[config.mk]
export PLATFORM = sky130hd
export DESIGN_NAME = frame_sequencer
export DESIGN_NICKNAME = d
export VERILOG_FILES = /design/src/rtl/frame_seq_pkg.sv /design/src/rtl/frame_addr_gen.sv /design/src/rtl/frame_sequencer.sv
export SDC_FILE = /design/constraint.sdc
export NUM_CORES = 1
export LEC_CHECK = 0
export BUFFER_PORTS_ARGS = -buffer_cell sky130_fd_sc_hd__buf_4
export CORE_UTILIZATION = 45
export DETAILED_ROUTE_END_ITERATION = 10
export GPL_TIMING_DRIVEN = 0
export PLACE_DENSITY = 0.75
export SLEW_MARGIN = 40
export SYNTH_ARGS = -nofsm -noshare
export SYNTH_HDL_FRONTEND = slang
export SYNTH_HIERARCHICAL = 1
export SYNTH_SLANG_ARGS = --single-unit
[constraint.sdc]
create_clock -name clk -period 2 [get_ports clk]
set_input_delay 0.2 -clock clk [delete_from_list [all_inputs] [get_ports clk]]
set_output_delay 0.2 -clock clk [all_outputs]
set_load 0.05 [all_outputs]
[src/rtl/frame_seq_pkg.sv]
// frame_seq_pkg
// Shared types and derivation helpers for the frame sequencer.
// Optional feature macro: FRAME_SEQ_PAD_EN. When it is defined, the last
// frame may run past the end of the buffer and is zero-filled.
package frame_seq_pkg;

  typedef enum logic [1:0] {
    IDLE,
    WAIT_RDY,
    STREAM,
    DRAIN
  } state_t;

`ifdef FRAME_SEQ_PAD_EN
  localparam bit PAD_EN = 1'b1;
`else
  localparam bit PAD_EN = 1'b0;
`endif

  // With padding the frame count rounds up so the trailing samples get a frame.
  function automatic int calc_num_frames(input int total, input int flen,
                                         input int hop, input bit pad);
    if (pad) return (total - flen + hop - 1) / hop + 1;
    return (total - flen) / hop + 1;
  endfunction

  // Bits needed to index 0..n-1, never less than one.
  function automatic int width_of(input int n);
    return (n <= 2) ? 1 : $clog2(n);
  endfunction

  function automatic int calc_aw(input int total);
    return width_of(total);
  endfunction

  function automatic int calc_nw(input int num_frames, input int flen);
    return width_of(num_frames * flen);
  endfunction

endpackage

[src/rtl/frame_addr_gen.sv]
// frame_addr_gen
// Frame-base accumulator plus in-frame position counter. The RAM address is
// kept as its own register (base + pos maintained incrementally), so no
// multiplier or wide adder sits in the address path.
// Ports:
//   clk, rst       clock, asynchronous active-low reset
//   clear          restart at frame 0 (base = 0, pos = 0)
//   step           advance one sample within the frame
//   advance        move to the next frame (base += HOP_LEN, pos = 0)
//   mem_addr       current RAM address
//   pos            current position inside the frame
//   in_range       current address lies inside the buffer
//   last           pos is the final sample of the frame
// Optional feature macro: FRAME_SEQ_PAD_EN (adds the range compare).
module frame_addr_gen import frame_seq_pkg::*; #(
  parameter int FRAME_LEN  = 1024,
  parameter int HOP_LEN    = 1024,
  parameter int TOTAL_DATA = 91136,
  parameter int AW         = calc_aw(TOTAL_DATA),
  parameter int PW         = width_of(FRAME_LEN)
) (
  input  logic          clk,
  input  logic          rst,
  input  logic          clear,
  input  logic          step,
  input  logic          advance,
  output logic [AW-1:0] mem_addr,
  output logic [PW-1:0] pos,
  output logic          in_range,
  output logic          last
);

  // Padded frames can address up to almost 2*TOTAL_DATA, so one spare bit.
`ifdef FRAME_SEQ_PAD_EN
  localparam int XW = AW + 1;
`else
  localparam int XW = AW;
`endif

  logic [XW-1:0] base;
  logic [XW-1:0] addr;

  always_ff @(posedge clk or negedge rst) begin
    if (!rst) begin
      base <= '0;
      addr <= '0;
      pos  <= '0;
    end else if (clear) begin
      base <= '0;
      addr <= '0;
      pos  <= '0;
    end else if (advance) begin
      base <= base + XW'(HOP_LEN);
      addr <= base + XW'(HOP_LEN);
      pos  <= '0;
    end else if (step) begin
      addr <= addr + XW'(1);
      pos  <= pos + PW'(1);
    end
  end

  assign mem_addr = addr[AW-1:0];
  assign last     = (pos == PW'(FRAME_LEN - 1));

`ifdef FRAME_SEQ_PAD_EN
  assign in_range = (addr < XW'(TOTAL_DATA));
`else
  // Every frame lies inside the buffer when the frame count rounds down.
  assign in_range = 1'b1;
`endif

endmodule

[src/rtl/frame_sequencer.sv]
// frame_sequencer
// Reads the captured sample buffer as a series of frames of FRAME_LEN
// samples spaced HOP_LEN apart and streams each frame to the windowing stage,
// waiting for win_ready before every frame.
//
// state    | meaning
// ---------+-----------------------------------------------
// IDLE     | waiting for start
// WAIT_RDY | frame armed, waiting for downstream win_ready
// STREAM   | issuing one RAM read per cycle for this frame
// DRAIN    | last read returning; next frame or finish
//
// Ports:
//   clk, rst             clock, asynchronous active-low reset
//   start                one-cycle request to process the buffer
//   win_ready            downstream can take a whole frame
//   mem_rd_en, mem_addr  RAM read strobe and address
//   mem_rdata            RAM data, valid the cycle after mem_rd_en
//   win_data, win_num    sample and its global index (frame*FRAME_LEN+pos)
//   win_en               win_data / win_num valid
//   busy, done           run in progress / one-cycle completion pulse
//   frame_idx            current frame number
// Optional feature macro: FRAME_SEQ_PAD_EN (zero-filled final frame).
module frame_sequencer import frame_seq_pkg::*; #(
  parameter  int I_BW       = 14,
  parameter  int FRAME_LEN  = 1024,
  parameter  int HOP_LEN    = 1024,
  parameter  int TOTAL_DATA = 91136,
  localparam int NUM_FRAMES = calc_num_frames(TOTAL_DATA, FRAME_LEN, HOP_LEN, PAD_EN),
  localparam int AW         = calc_aw(TOTAL_DATA),
  localparam int NW         = calc_nw(NUM_FRAMES, FRAME_LEN),
  localparam int FW         = width_of(NUM_FRAMES + 1)
) (
  input  logic                   clk,
  input  logic                   rst,
  input  logic                   start,
  input  logic                   win_ready,
  output logic                   mem_rd_en,
  output logic [AW-1:0]          mem_addr,
  input  logic signed [I_BW-1:0] mem_rdata,
  output logic signed [I_BW-1:0] win_data,
  output logic [NW-1:0]          win_num,
  output logic                   win_en,
  output logic                   busy,
  output logic                   done,
  output logic [FW-1:0]          frame_idx
);

  localparam int PW   = width_of(FRAME_LEN);
  localparam int LOG2 = $clog2(FRAME_LEN);

  state_t        state;
  logic          clear;
  logic          step;
  logic          advance;
  logic          last;
  logic          in_range;
  logic          last_frame;
  logic          rd_valid;
  logic [PW-1:0] pos;
  logic [NW-1:0] idx;

  frame_addr_gen #(
    .FRAME_LEN  (FRAME_LEN),
    .HOP_LEN    (HOP_LEN),
    .TOTAL_DATA (TOTAL_DATA),
    .AW         (AW),
    .PW         (PW)
  ) u_addr_gen (
    .clk      (clk),
    .rst      (rst),
    .clear    (clear),
    .step     (step),
    .advance  (advance),
    .mem_addr (mem_addr),
    .pos      (pos),
    .in_range (in_range),
    .last     (last)
  );

  assign last_frame = (frame_idx == FW'(NUM_FRAMES - 1));

  // done doubles as "just finished": a start coinciding with it is dropped.
  assign clear     = (state == IDLE) && start && !done;
  assign step      = (state == STREAM);
  assign advance   = (state == DRAIN) && !last_frame;
  assign mem_rd_en = step && in_range;

  always_ff @(posedge clk or negedge rst) begin
    if (!rst) begin
      state     <= IDLE;
      busy      <= 1'b0;
      done      <= 1'b0;
      frame_idx <= '0;
    end else begin
      done <= 1'b0;
      case (state)
        IDLE: begin
          if (start && !done) begin
            state     <= WAIT_RDY;
            busy      <= 1'b1;
            frame_idx <= '0;
          end
        end
        WAIT_RDY: begin
          if (win_ready) state <= STREAM;
        end
        STREAM: begin
          if (last) state <= DRAIN;
        end
        DRAIN: begin
          if (last_frame) begin
            state <= IDLE;
            done  <= 1'b1;
            busy  <= 1'b0;
          end else begin
            frame_idx <= frame_idx + FW'(1);
            state     <= WAIT_RDY;
          end
        end
        default: state <= IDLE;
      endcase
    end
  end

  // FRAME_LEN is a power of two, so the index is a plain bit placement.
  assign idx = (NW'(frame_idx) << LOG2) | NW'(pos);

  always_ff @(posedge clk or negedge rst) begin
    if (!rst) begin
      win_en   <= 1'b0;
      win_num  <= '0;
      rd_valid <= 1'b0;
    end else begin
      win_en   <= step;
      rd_valid <= mem_rd_en;
      if (step) win_num <= idx;
    end
  end

  // The RAM output is already the register stage; gating it by the delayed
  // read strobe zero-fills unread samples and drops data across a reset.
  assign win_data = rd_valid ? mem_rdata : '0;

endmodule

# Yosys cells after proc, flatten, opt, wreduce, memory -nomap -nowiden
# Cells that the tools add are included.
word_totals:
  mem_bits_ro: 0
  elab_cells: 59
  latchBits: 0
  ramBits: 0
  in_bits: 18
  reg_bits: 73
  memories: 0
classes:
  mul: 0
  bitwise_logic: 1
  magnitude_cmp: 0
  n_addsub: 4
  n_div: 0
  n_reduce_logical: 13
  n_mux: 22
  n_shift: 0
  eq_ne: 10
ops:
  columns: ["operator", "n"]
  rows:
  - ["$mux 17", 5]
  - ["$mux 10", 3]
  - ["$add 17x1->17 const B", 1]
  - ["$add 17x11->17 const B", 1]
  - ["$or 17x10->17", 1]
  - ["$mux 14", 1]
  - ["$mux 7", 2]
  - ["$pmux 7 s2", 1]
  - ["$add 10x1->10 const B", 1]
  - ["$eq 10x10->1 const B", 1]
  - ["$reduce_and 3->1", 3]
  - ["$pmux 2 s4", 1]
  - ["$add 7x1->7 const B", 1]
  - ["$eq 7x7->1 const B", 1]
  - ["$mux 2", 3]
  - ["$ne 2x2->1 const B", 3]
  - ["$mux 1", 5]
  - ["$eq 2x2->1 const B", 2]
  - ["$logic_and 1x1->1", 4]
  - ["$ne 2x1->1 const B", 2]
  - ["$reduce_bool 2->1", 2]
  - ["$reduce_bool 3->1", 1]
  - ["$eq 2x1->1 const B", 1]
  - ["$logic_not 1->1", 2]
  - ["2 further kinds", 2]

# Logic depth before layout (Yosys ltp)
depth:
  depth_word: 5
  mapped_depth: 9
  mapped_depth_nobuf: 9

# Modules after synthesis
# The synthesis kept the hierarchy.
by_module_without_submodules:
  columns: ["module", "cells_per_inst", "instances", "area_each_um2"]
  rows:
  - ["frame_addr_gen", 187, 1, 1818.0]
  - ["frame_sequencer", 123, 1, 1433.9]

# Worst setup path after synthesis
# No wires, ideal clock.
synth_timing:
  path_type: "register to register"
  from: "reg frame_idx[3]"
  to: "reg u_addr_gen.addr[9], in the netlist u_addr_gen/mem_addr[9]"
  t_required_ns: 1.868
  stages_incl_launch_ff: 8
  path_buffers: 0
  arrival_time_ns: 2.216
  period_less_slack_ns: 2.348
  path_slack_ns: -0.348
  cell_sequence: "dfrtp_1 -> nand2_2 -> or4_4 -> and2_4 -> or3_1 -> nand4_1 -> xor2_1 -> nor2_1"
synth_via:
  elab_chain_cells: 5
  elab_cells_between_ends: 6
  classes_between: "eq/ne (1); mux (2); reduce/logical (3)"
synth_rtl:
  columns: ["element", "line", "text"]
  rows:
  - ["from (decl)", "frame_sequencer.sv:46", "output logic [FW-1:0] frame_idx"]
  - ["from (signal assigned)", "frame_sequencer.sv:117", "frame_idx <= frame_idx + FW'(1);"]
  - ["$eq 7x7->1 (*)", "frame_sequencer.sv:81", "assign last_frame = (frame_idx == FW'(NUM_FRAMES - 1));"]
  - ["$logic_not 1->1 (*)", "frame_sequencer.sv:86", "assign advance = (state == DRAIN) && !last_frame;"]
  - ["$logic_and 1x1->1 (*)", "frame_sequencer.sv:86", null]
  - ["via advance", "frame_sequencer.sv:55", "logic advance;"]
  - ["$mux 17", "frame_addr_gen.sv:52", "end else if (advance) begin"]
  - ["$mux 17", "frame_addr_gen.sv:48", "end else if (clear) begin"]
  - ["to (signal assigned)", "frame_addr_gen.sv:54", "addr <= base + XW'(HOP_LEN);"]
  - ["to (signal assigned)", "frame_addr_gen.sv:57", "addr <= addr + XW'(1);"]
  - ["to (decl)", "frame_addr_gen.sv:41", "logic [XW-1:0] addr;"]
# Mark *: on every way through the listed nets, which the timed path passes. The rest lies on a longest branch.
# A chain may end at the register's enable or synchronous reset.

# Final worst setup path
layout_timing:
  from: "reg frame_idx[1]"
  to: "reg u_addr_gen.addr[9], in the netlist u_addr_gen/mem_addr[9]"
# The elaborated chain is that of the path after synthesis.

==> reports/metrics.cfg <==
[routing]
drtPass1Iterations = 4
top_layer = met4
wl_met3_um = 246
drt-wirelength-per-cell_um = 13.8
route.detailed.drc = 0
drt_iter0_markers = 86
dr_total_vias = 2612
ant_nets = 0
drt_wl_total_um = 7000
met1_length_um = 3130
dr_wl_met2_um = 3540
vias_per_cell = 5.15

[flow_run]
max_cap_viol_count = 0

[outcome]
status = finished, violations left
violations = setup timing

[power_and_ir_drop]
p_clk_share_pct = 22.2
ir_drop_mv = 0.675
switching_share_pct = 40.5
power_frac_comb_pct = 46.6
leakagePower_nw = 2.07
power_frac_seq_pct = 31.2
intPower_mw = 3.42
p_per_area_nw_per_um2 = 1320
p_sw_mw = 2.33

[setup_path]
critPathMaxStageDelay_ns = 0.43
cp_slowest_cell = or4_4
regToRegSetupSlack_ns = -0.09
crit_chain = inv_2, ha_4, nand2_4, or4_4, and2_4, or3_4, nand4_1, xor2_1, nor2_1
required_ns = 2.23
start_kind = flip-flop
crit_type = reg -> reg
crit_fanout = 5
worstPathArrival_ns = 2.32
setup.worst_path.end_class = flip-flop

[logic_synthesis]
ys_seq_area_share_pct = 49.2
syn_inst = 310
synth_warnings = 6
synth_area_um2 = 3250
synth.area.top_cells = dfrtp_1 (49%), mux2_2 (5.9%), xor2_1 (5.4%), ha_1 (3.8%), and2_1 (3.7%)
avgSynthCellArea_um2 = 10.5
synth.distinct_cells = 42
syn_nets = 338
synth.largest_area_cell = dfrtp_1
synth-seq-cells = 64
synth_top_area_share_pct = 49.2

[placed_design]
hpwlAfterDp_um = 4880
dp_cells = 482
gp_congestion = 0.797
port_buffers = 76
post-place-ws_ns = -0.173

[clock_network]
clkLatencyLatePin_ns = 0.34
clk_pin_slew_worst_paths_ns = 0.07
cts_tree = done
cts_buffer_depth = 2
cts_buffers = 9
clock-root-buffer = clkbuf_8
cts_sinks = 64
htree_levels = 3

[die]
die-area_um2 = 7570
num_io_pins = 77
die_w_um = 87.0
start_util_pct = 47.3
core_region_area_um2 = 6870
placementRows = 30
die_h_um = 87.0

[final_layout]
drive_gt1_share_pct = 37.2
area_delta_synth_final_pct = 34.2
final_cells = 507
nNetsFinal = 434
postLayoutCoreUtil_pct = 63.5
fill_cells = 580
n_antenna_cell = 0

[timing]
finalSetupViolations = 9
hold_viol_final = 0
setup_tns_ns = -0.263
fin_crit_ns = 2.09
finalClockSkew_ns = 0.00763
maxSlewHeadroom_pct = 61.2
max_freq_mhz = 478
rsz0062_at_grt = yes
finalCritPeriodShare_pct = 105
worst_pin_slew_ns = 0.582
setup_slack_ns = -0.0928
maxSlewViolCount = 0

[global_route]
grt_max_degree = 65
track_usage_pct = 19.5
grt_pass1_wl_um = 11300
grt_antenna_before_repair = 0
globalRouteOverflowTotal = 0
grt_pass1_vias = 2445

[worst_hold_path]
worst_hold_path_type = in -> async

[synthesized netlist by cell type]
master and number:
or4_4 1, nand4_1 12, nand2_1 16, nand4_2 2
o21a_1 9, nand2_2 1, and2_4 1, dfrtp_1 64
buf_4 1, a21o_1 1, a2bb2oi_1 1, nand2b_1 2
conb_1 1, xnor2_1 10, o21ai_0 13, o31a_1 2
a21oi_1 9, nand3b_1 1, nor4_1 9, nor2_1 26
ha_1 10, a31oi_1 2, and4_4 1, o41ai_1 2
a222oi_1 1, xor2_1 20, or3_1 4, inv_1 10
o31ai_1 2, or2_2 1, mux2_2 17, nor2b_1 1
and3_1 2, o22ai_1 1, mux2i_1 4, buf_2 7
and4_1 4, nor3_1 2, clkbuf_1 5, and2_1 19
nand3_2 1, nand3_1 12
[timing repair]
item                                    4_1_cts  5_1_grt
hold endpoints to repair                     64        0
resized for setup                            14        8
hold buffers                                  1        0
buffers inserted                              3        6
endpoints found under the setup margin       40       34
pin swaps                                     5        4
[per-stage QoR]
step	total power, mW	hold slack [ns]	area, um2
after floorplan	3.59	-0.0956	3280
after detailed placement	4.24	0.336	3980
final	5.74	0.395	4360
after global routing	6.06	0.443	4360
after global placement	4.18	0.340	3980
after CTS	5.66	0.320	4300
[metal layers]
metal,vias to the layer above,GRT usage (%)
met5,-,0
met1,1281,24.1
met4,0,7.27
met3,7,6.26
li1,1278,-
met2,46,32.1
[flip-flops by register name, summed over array words and instances, names as in the netlist, 2 cells and up]
register,cells
frame_idx,7
win_num,17
state,2
u_addr_gen/base,7
u_addr_gen/mem_addr,17
u_addr_gen/pos,10
[placed cells by master, fill, tap and decap left out, types with 5 or more instances in the layout]
cell type | Yosys | routed
buf_4 | 1 | 85
dfrtp_1 | 64 | 59
nor2_1 | 26 | 24
xor2_1 | 20 | 20
and2_1 | 19 | 19
mux2_2 | 17 | 17
nand2_1 | 16 | 15
o21ai_0 | 13 | 13
clkbuf_8 | 0 | 13
nand4_1 | 12 | 12
nand3_1 | 12 | 11
xnor2_1 | 10 | 10
nor4_1 | 9 | 9
o21a_1 | 9 | 9
a21oi_1 | 9 | 8
inv_1 | 10 | 7
ha_1 | 10 | 7
dfrtp_2 | 0 | 5
[area by class of cell]
class | count | area [um2] | share of cell area [%]
Clock inverter | 2 | 60.1 | 1.38
Inverter | 10 | 37.5 | 0.860
Buffer | 12 | 97.6 | 2.24
Sequential cell | 64 | 1610 | 36.8
Multi-Input combinational cell | 223 | 1610 | 37.0
Tap cell | 96 | 120 | 2.75
Clock buffer | 14 | 173 | 3.96
Timing Repair Buffer | 86 | 656 | 15.0
[final timing paths]
check / from / endpoint / depth (start not counted)
min in group clk: win_ready / state[1] / 6
worst min-delay path: rst / u_addr_gen/mem_addr[6] / 2
worst max register to register: frame_idx[1] / u_addr_gen/mem_addr[9] / 9
max in group asynchronous: rst / frame_idx[1] / 2
worst max-delay path: frame_idx[1] / u_addr_gen/mem_addr[9] / 9
worst min register to register: win_num[0] / win_num[0] / 1
[logic make-up (layout without fill, tap and decap cells)]
kind of cell	Yosys count	count (layout)	share of synthesized area, %
AO/OA/AOI/OAI	43	43	8.39
XOR/XNOR	30	30	8.08
adder cells (fa/ha/maj)	10	10	3.85
buffers and inverters	23	124	3.04
flip-flops	64	64	49.2
multiplexers	21	21	7.12
other	1	1	0.115
AND/OR/NAND/NOR	118	118	20.2
[critical path, delay by kind of cell, from the launching register on]
family | cells | cell delay (ns)
buffers and inverters | 1 | 0.08
DFF | 1 | 0.42
and+or+nand+nor | 6 | 1.19
xor gates and xnor gates | 1 | 0.16
adders and majority gates | 1 | 0.14
[power by group through the flow]
stage | registers, mW | logic [mW] | clock network, mW
after CTS | 1.79 | 2.56 | 1.31
after detailed placement | 1.82 | 2.42 | 0
after floorplan | 2.26 | 1.32 | 0
after global placement | 1.81 | 2.37 | 0
final | 1.79 | 2.68 | 1.27
after global routing | 1.82 | 2.88 | 1.36
No activity file was read; power rests on OpenSTA's default activity.
